File: src/rtl/axil_reg_bridge_pkg.sv
// Shared constants and enums for the AXI4-Lite to req/ack register bridge.
package axil_reg_bridge_pkg;

  localparam logic [1:0] RESP_OKAY   = 2'b00;
  localparam logic [1:0] RESP_SLVERR = 2'b10;

  typedef enum logic [1:0] {ST_IDLE, ST_ACCESS, ST_RESP} be_state_e;
  typedef enum logic {GNT_WR, GNT_RD} gnt_e;

endpackage

File: src/rtl/axil_reg_bridge_tmo.sv
// Backend ack timeout: o_expire marks the last cycle of a TIMEOUT_CYCLES-long access.
module axil_reg_bridge_tmo #(
  parameter int TIMEOUT_CYCLES = 256
) (
  input  logic clk,
  input  logic rst_n,
  input  logic i_start,
  input  logic i_ack,
  output logic o_expire
);

  localparam int CW = $clog2(TIMEOUT_CYCLES + 1);

  logic [CW-1:0] r_cnt;

  assign o_expire = i_start && (r_cnt == CW'(TIMEOUT_CYCLES - 1));

  always_ff @(posedge clk or negedge rst_n) begin
    if (!rst_n)                r_cnt <= '0;
    else if (!i_start || i_ack) r_cnt <= '0;
    else if (!o_expire)        r_cnt <= r_cnt + 1'b1;
  end

endmodule

File: src/rtl/axil_reg_bridge.sv
// AXI4-Lite slave bridging to a single-outstanding req/ack CSR bus.
// Optional backend timeout enabled by defining AXIL_REG_BRIDGE_TIMEOUT_EN.
module axil_reg_bridge
  import axil_reg_bridge_pkg::*;
#(
  parameter int ADDR_WIDTH     = 16,
  parameter int DATA_WIDTH     = 32,
  parameter int ADDR_SPAN      = 4096,
  parameter int TIMEOUT_CYCLES = 256
) (
  input  logic                    clk,
  input  logic                    rst_n,
  input  logic                    s_awvalid,
  output logic                    s_awready,
  input  logic [ADDR_WIDTH-1:0]   s_awaddr,
  input  logic [2:0]              s_awprot,
  input  logic                    s_wvalid,
  output logic                    s_wready,
  input  logic [DATA_WIDTH-1:0]   s_wdata,
  input  logic [DATA_WIDTH/8-1:0] s_wstrb,
  output logic                    s_bvalid,
  input  logic                    s_bready,
  output logic [1:0]              s_bresp,
  input  logic                    s_arvalid,
  output logic                    s_arready,
  input  logic [ADDR_WIDTH-1:0]   s_araddr,
  input  logic [2:0]              s_arprot,
  output logic                    s_rvalid,
  input  logic                    s_rready,
  output logic [DATA_WIDTH-1:0]   s_rdata,
  output logic [1:0]              s_rresp,
  output logic                    reg_req,
  output logic                    reg_wr,
  output logic [ADDR_WIDTH-1:0]   reg_addr,
  output logic [DATA_WIDTH-1:0]   reg_wdata,
  output logic [DATA_WIDTH/8-1:0] reg_wstrb,
  input  logic                    reg_ack,
  input  logic [DATA_WIDTH-1:0]   reg_rdata,
  input  logic                    reg_err
);

  localparam int SW = DATA_WIDTH / 8;
  localparam logic [ADDR_WIDTH-1:0] ALIGN_MASK = ~ADDR_WIDTH'(SW - 1);

  function automatic logic in_range(input logic [ADDR_WIDTH-1:0] a);
    return 64'(a) < 64'(ADDR_SPAN);
  endfunction

  logic                  r_init;
  logic                  r_aw_full, r_w_full, r_ar_full;
  logic [ADDR_WIDTH-1:0] r_aw_addr, r_ar_addr;
  logic [DATA_WIDTH-1:0] r_w_data;
  logic [SW-1:0]         r_w_strb;
  be_state_e             r_state, w_state_nxt;
  gnt_e                  r_gnt, w_gnt_nxt, r_prio, w_prio_nxt, w_pick;
  logic                  r_reg_req, w_req_nxt, r_reg_wr, w_wr_nxt;
  logic [ADDR_WIDTH-1:0] r_reg_addr, w_addr_nxt, w_sel_addr;
  logic [DATA_WIDTH-1:0] r_reg_wdata, w_wdata_nxt, r_rdata, w_rdata_nxt;
  logic [SW-1:0]         r_reg_wstrb, w_wstrb_nxt;
  logic [1:0]            r_resp, w_resp_nxt;
  logic                  w_tmo;

  logic w_aw_hs, w_w_hs, w_ar_hs, w_b_hs, w_r_hs;
  logic w_aw_full_nxt, w_w_full_nxt, w_ar_full_nxt, w_wr_pend, w_rd_pend;
  logic [ADDR_WIDTH-1:0] w_aw_addr_nxt, w_ar_addr_nxt;
  logic [DATA_WIDTH-1:0] w_w_data_nxt;
  logic [SW-1:0]         w_w_strb_nxt;
  logic                  w_unused_cfg;

  assign w_unused_cfg = ^{s_awprot, s_arprot, 1'(TIMEOUT_CYCLES)};

  assign s_awready = r_init & ~r_aw_full;
  assign s_wready  = r_init & ~r_w_full;
  assign s_arready = r_init & ~r_ar_full;
  assign s_bvalid  = (r_state == ST_RESP) && (r_gnt == GNT_WR);
  assign s_rvalid  = (r_state == ST_RESP) && (r_gnt == GNT_RD);
  assign s_bresp   = r_resp;
  assign s_rresp   = r_resp;
  assign s_rdata   = r_rdata;
  assign reg_req   = r_reg_req;
  assign reg_wr    = r_reg_wr;
  assign reg_addr  = r_reg_addr;
  assign reg_wdata = r_reg_wdata;
  assign reg_wstrb = r_reg_wstrb;

  assign w_aw_hs = s_awvalid & s_awready;
  assign w_w_hs  = s_wvalid  & s_wready;
  assign w_ar_hs = s_arvalid & s_arready;
  assign w_b_hs  = s_bvalid  & s_bready;
  assign w_r_hs  = s_rvalid  & s_rready;

  // Arbitrate on next-cycle holder contents so a fresh accept reaches reg_req one cycle later.
  assign w_aw_full_nxt = w_aw_hs | (r_aw_full & ~w_b_hs);
  assign w_w_full_nxt  = w_w_hs  | (r_w_full  & ~w_b_hs);
  assign w_ar_full_nxt = w_ar_hs | (r_ar_full & ~w_r_hs);
  assign w_aw_addr_nxt = w_aw_hs ? s_awaddr : r_aw_addr;
  assign w_ar_addr_nxt = w_ar_hs ? s_araddr : r_ar_addr;
  assign w_w_data_nxt  = w_w_hs  ? s_wdata  : r_w_data;
  assign w_w_strb_nxt  = w_w_hs  ? s_wstrb  : r_w_strb;
  assign w_wr_pend     = w_aw_full_nxt & w_w_full_nxt;
  assign w_rd_pend     = w_ar_full_nxt;

`ifdef AXIL_REG_BRIDGE_TIMEOUT_EN
  axil_reg_bridge_tmo #(.TIMEOUT_CYCLES(TIMEOUT_CYCLES)) u_tmo (
    .clk      (clk),
    .rst_n    (rst_n),
    .i_start  (r_state == ST_ACCESS),
    .i_ack    (reg_ack),
    .o_expire (w_tmo)
  );
`else
  assign w_tmo = 1'b0;
`endif

  always_comb begin
    w_state_nxt = r_state;
    w_gnt_nxt   = r_gnt;
    w_prio_nxt  = r_prio;
    w_req_nxt   = r_reg_req;
    w_wr_nxt    = r_reg_wr;
    w_addr_nxt  = r_reg_addr;
    w_wdata_nxt = r_reg_wdata;
    w_wstrb_nxt = r_reg_wstrb;
    w_resp_nxt  = r_resp;
    w_rdata_nxt = r_rdata;
    w_pick      = GNT_WR;
    w_sel_addr  = '0;
    case (r_state)
      ST_IDLE: if (w_wr_pend || w_rd_pend) begin
        if (w_wr_pend && w_rd_pend) begin
          w_pick     = r_prio;
          w_prio_nxt = (r_prio == GNT_WR) ? GNT_RD : GNT_WR;
        end else begin
          w_pick = w_wr_pend ? GNT_WR : GNT_RD;
        end
        w_gnt_nxt  = w_pick;
        w_sel_addr = (w_pick == GNT_WR) ? w_aw_addr_nxt : w_ar_addr_nxt;
        if (in_range(w_sel_addr)) begin
          w_state_nxt = ST_ACCESS;
          w_req_nxt   = 1'b1;
          w_wr_nxt    = (w_pick == GNT_WR);
          w_addr_nxt  = w_sel_addr & ALIGN_MASK;
          w_wdata_nxt = (w_pick == GNT_WR) ? w_w_data_nxt : '0;
          w_wstrb_nxt = (w_pick == GNT_WR) ? w_w_strb_nxt : '0;
        end else begin
          w_state_nxt = ST_RESP;
          w_resp_nxt  = RESP_SLVERR;
          w_rdata_nxt = '0;
        end
      end
      ST_ACCESS: if (reg_ack) begin
        w_state_nxt = ST_RESP;
        w_req_nxt   = 1'b0;
        w_resp_nxt  = reg_err ? RESP_SLVERR : RESP_OKAY;
        w_rdata_nxt = r_reg_wr ? '0 : reg_rdata;
      end else if (w_tmo) begin
        w_state_nxt = ST_RESP;
        w_req_nxt   = 1'b0;
        w_resp_nxt  = RESP_SLVERR;
        w_rdata_nxt = '0;
      end
      ST_RESP: if (w_b_hs || w_r_hs) w_state_nxt = ST_IDLE;
      default: w_state_nxt = ST_IDLE;
    endcase
  end

  always_ff @(posedge clk or negedge rst_n) begin
    if (!rst_n) begin
      r_init      <= 1'b0;
      r_aw_full   <= 1'b0;
      r_w_full    <= 1'b0;
      r_ar_full   <= 1'b0;
      r_aw_addr   <= '0;
      r_ar_addr   <= '0;
      r_w_data    <= '0;
      r_w_strb    <= '0;
      r_state     <= ST_IDLE;
      r_gnt       <= GNT_WR;
      r_prio      <= GNT_WR;
      r_reg_req   <= 1'b0;
      r_reg_wr    <= 1'b0;
      r_reg_addr  <= '0;
      r_reg_wdata <= '0;
      r_reg_wstrb <= '0;
      r_resp      <= RESP_OKAY;
      r_rdata     <= '0;
    end else begin
      r_init      <= 1'b1;
      r_aw_full   <= w_aw_full_nxt;
      r_w_full    <= w_w_full_nxt;
      r_ar_full   <= w_ar_full_nxt;
      r_aw_addr   <= w_aw_addr_nxt;
      r_ar_addr   <= w_ar_addr_nxt;
      r_w_data    <= w_w_data_nxt;
      r_w_strb    <= w_w_strb_nxt;
      r_state     <= w_state_nxt;
      r_gnt       <= w_gnt_nxt;
      r_prio      <= w_prio_nxt;
      r_reg_req   <= w_req_nxt;
      r_reg_wr    <= w_wr_nxt;
      r_reg_addr  <= w_addr_nxt;
      r_reg_wdata <= w_wdata_nxt;
      r_reg_wstrb <= w_wstrb_nxt;
      r_resp      <= w_resp_nxt;
      r_rdata     <= w_rdata_nxt;
    end
  end

endmodule
File: config.mk
export PLATFORM = sky130hd
export DESIGN_NAME = axil_reg_bridge
export DESIGN_NICKNAME = d
export VERILOG_FILES = /design/src/rtl/axil_reg_bridge_pkg.sv /design/src/rtl/axil_reg_bridge_tmo.sv /design/src/rtl/axil_reg_bridge.sv
export SDC_FILE = /design/constraint.sdc
export NUM_CORES = 1
export LEC_CHECK = 0
export ABC_AREA = 1
export CORE_ASPECT_RATIO = 0.5
export CORE_MARGIN = 3
export CORE_UTILIZATION = 38
export DETAILED_ROUTE_END_ITERATION = 8
export PLACE_DENSITY = 0.65
export SKIP_LAST_GASP = 1
export SYNTH_ARGS = -nofsm -noshare
export SYNTH_HDL_FRONTEND = slang
export SYNTH_SLANG_ARGS = --single-unit
File: constraint.sdc
create_clock -name clk -period 2 [get_ports clk]
set_input_delay 0.3 -clock clk [delete_from_list [all_inputs] [get_ports clk]]
set_output_delay 0.3 -clock clk [all_outputs]
set_load 0.005 [all_outputs]
==> impl_results.md <==
- Mean Syn Cell Area: 8.78 um2
- Effective utilization at floorplan: 40.1%
- Max rail drop VDD: 697 uV
- Layout Utilization: 61.1%
- Max Buffers Root-to-Sink: 2
- Post-Route WL: 18.4 mm
- Gr ovfl total: 0
- Crit path DAT: 2.34 ns
- Hpwl dp: 11.7 mm
- Worst EP required: 2.31 ns
- Count leader, synth: nand2_1
- Failing checks: negative setup slack
- Port Buffers: 195
- Worst Tran Pin Value: 0.521 ns
- Die area: 18,500 um2
- CTS H-tree lvls: 4
- # setup viols final: 21
- Crit path launch type: register
- Synth top area cells: dfrtp_1, nand2_1, nand3_1
- Post-synth top area cell: dfrtp_1
- Total power per unit cell area: 1240 nW/um2
- Status: finished with violations
- Clock Latency Late Sink: 0.42 ns
- Maximum fanout along the worst path: 13
- Vert. Die Dim: 97.7 um
- Vias in the first global route: 5,567
- Area Overhead vs Synth: 52.3%
- Tightest Hold Check Type: in2async
- Fin worst setup slack: -0.0337 ns
- Setup CP Type: reg2reg
- Post-synth EDFFs: 0
- Starting DRT DRC Count: 307
- CTS buffer count: 17
- Post-synth ARST share: 100%
- Peak Freq: 492 MHz
- Std cell rows: 32
- Synth top cells by count: nand2_1, dfrtp_1, nand3_1
- Final critical-path required period: 2.03 ns
- Final Hold Fails: 0
- Clock Pin Slew Worst Setup and Hold Paths: 0.07 ns
- Placed inst area: 8750 um2
- CP Capture Type: register
- Mapped Cells: 728
- Mapped cell area: 6390 um2
- Initial antenna violation count: 0
- Top_reg_cell synth: dfrtp_1
- Sequential cell area fraction in the yosys report: 61.4%
- Antenna-violating nets left: 0
- Worst Clk Skew: 0.00798 ns
- MaxCap Viol Count: 0
- Slew Limit Fails: 0
- Period utilisation layout: 102%
- Finished Cell Area: 9740 um2
- Rel. slew slack: 65.3%
- Share of cells above drive strength 1: 13.1%
- Top cell type's share of synthesized area: 61.4%
- Global Route Usage Sum: 19.3%
- Post-layout nets: 1,068
- Routed WL per cell: 15.5 um
- Count of cell types in the netlist: 24
- CTS Root Cell: clkbuf_16
- GPL Wtd Cong: 0.774
- Vias per Instance: 4.72
- N_diodes: 0
- FF+latch count, synth: 157
- Layout fillers: 1,381
- Core area: 15,900 um2
- Vias: 5,598
- # DRC: 0
- TritonCTS clock tree: done
- Syn. warnings: 0
- Largest net degree at the start of global routing: 54
- Drt pass-1 iters: 5
- RSZ-0062 raised after global routing: yes
- Horiz. Die Dim: 189 um
- Clk sinks: 157
- I/O pin count: 210
- Leak pwr: 4.97 nW
- First-pass GRT wire length: 28.7 mm
cells in the final DEF (no fill, tap or decap), drive strengths merged:
cell / instances
nor2: 19
dfrtp: 157
bufinv: 3
xor2: 1
mux2: 10
dlygate4sd3: 1
inv: 36
clkbuf: 24
nand3b: 1
buf: 45
dlymetal6s2s: 2
clkdlybuf4s50: 192
clkinv: 6
a21oi: 2
clkinvlp: 4
nor3: 1
nand3: 43
nand4: 33
o21ai: 9
nand2: 372
conb: 5
worst max-delay path, cell delays in order, from the launching register on:
cell and delay, ns:
dfrtp_1 0.40, nand3b_1 0.31, buf_6 0.21, nand2_2 0.11, nand3_1 0.16, nand2_1 0.17, nand2_4 0.10, nand2_4 0.10
nand2_8 0.08, clkbuf_16 0.18, nand2_1 0.06, nand2_1 0.05
state kept, by name (all words and copies together) (netlist names), 2 cells and up:
signal	cells
r_w_data	32
r_state	2
reg_addr	14
r_w_strb	4
r_ar_addr	14
s_rdata	32
reg_wstrb	4
reg_wdata	32
r_aw_addr	14
per-stage QoR:
stage / hold WS (ns) / power, mW / cells / TNS, ns / setup slack, ns
detailed placement: 0.301 / 8.25 / 1139 / -22.79 / -0.312
CTS: 0.428 / 11.6 / 1175 / 0 / 0.0189
global route: 0.433 / 12.9 / 1187 / -6.31 / -0.129
global placement: 0.294 / 8.14 / 1139 / -19.48 / -0.278
finish: 0.407 / 12.1 / 1187 / -0.350 / -0.0337
floorplan: 0.00441 / 6.45 / 731 / 0 / 0.229
repair_timing:
item                                    4_1_cts  5_1_grt
resized for setup                             1       46
cloned                                        0        7
pin swaps                                     0        8
hold buffers                                  1        0
endpoints found under the setup margin       11       89
endpoints found under the hold margin        49        0
setup buffers                                 3        5
layout make-up:
type,count,area (um2),area share [%]
Clock buffer,19,433,4.45
Sequential cell,157,3930,40.3
Clock inverter,13,164,1.68
Multi-Input combinational cell,496,2270,23.3
Inverter,36,145,1.49
Timing Repair Buffer,245,2520,25.9
Tap cell,221,277,2.84
final timing paths:
path / startpoint / to / slack, ns / depth (start not counted)
worst max-delay path: r_aw_full / s_rdata[1] / -0.03 / 11
worst min register to register: reg_wdata[22] / reg_wdata[22] / 0.47 / 2
max in group asynchronous: rst_n / r_w_data[4] / 0.92 / 3
worst max register to register: r_aw_full / s_rdata[1] / -0.03 / 11
worst min-delay path: rst_n / reg_wdata[10] / 0.41 / 2
min in group clk: s_awaddr[11] / r_aw_addr[11] / 0.44 / 3
metal layers:
metal	up-vias	track usage [%]	wire (um)
li1	2726	-	-
met4	0	6.98	376
met1	2705	24.3	8010
met2	140	33.6	9400
met3	27	3.44	631
met5	-	0	0
power by group:
| part | leakage, nW | switching [mW] | total (mW) | internal (mW) |
|---|---|---|---|---|
| combinational | 2.65 | 2.25 | 4.31 | 2.05 |
| clock | 0.288 | 1.35 | 3.32 | 1.97 |
| sequential | 2.03 | 0.380 | 4.49 | 4.11 |
logic make-up (layout without fill, tap and decap cells):
| group | Yosys count | in the layout | share of synthesized area, % |
|---|---|---|---|
| and+or+nand+nor | 469 | 469 | 30.2 |
| DFF | 157 | 157 | 61.4 |
| buffers and inverters | 78 | 313 | 5.52 |
| AOI/OAI and AO/OA | 11 | 11 | 0.861 |
| muxes | 10 | 10 | 1.76 |
| other | 2 | 5 | 0.117 |
| xor gates and xnor gates | 1 | 1 | 0.137 |
No activity file was read; power rests on OpenSTA's default activity.
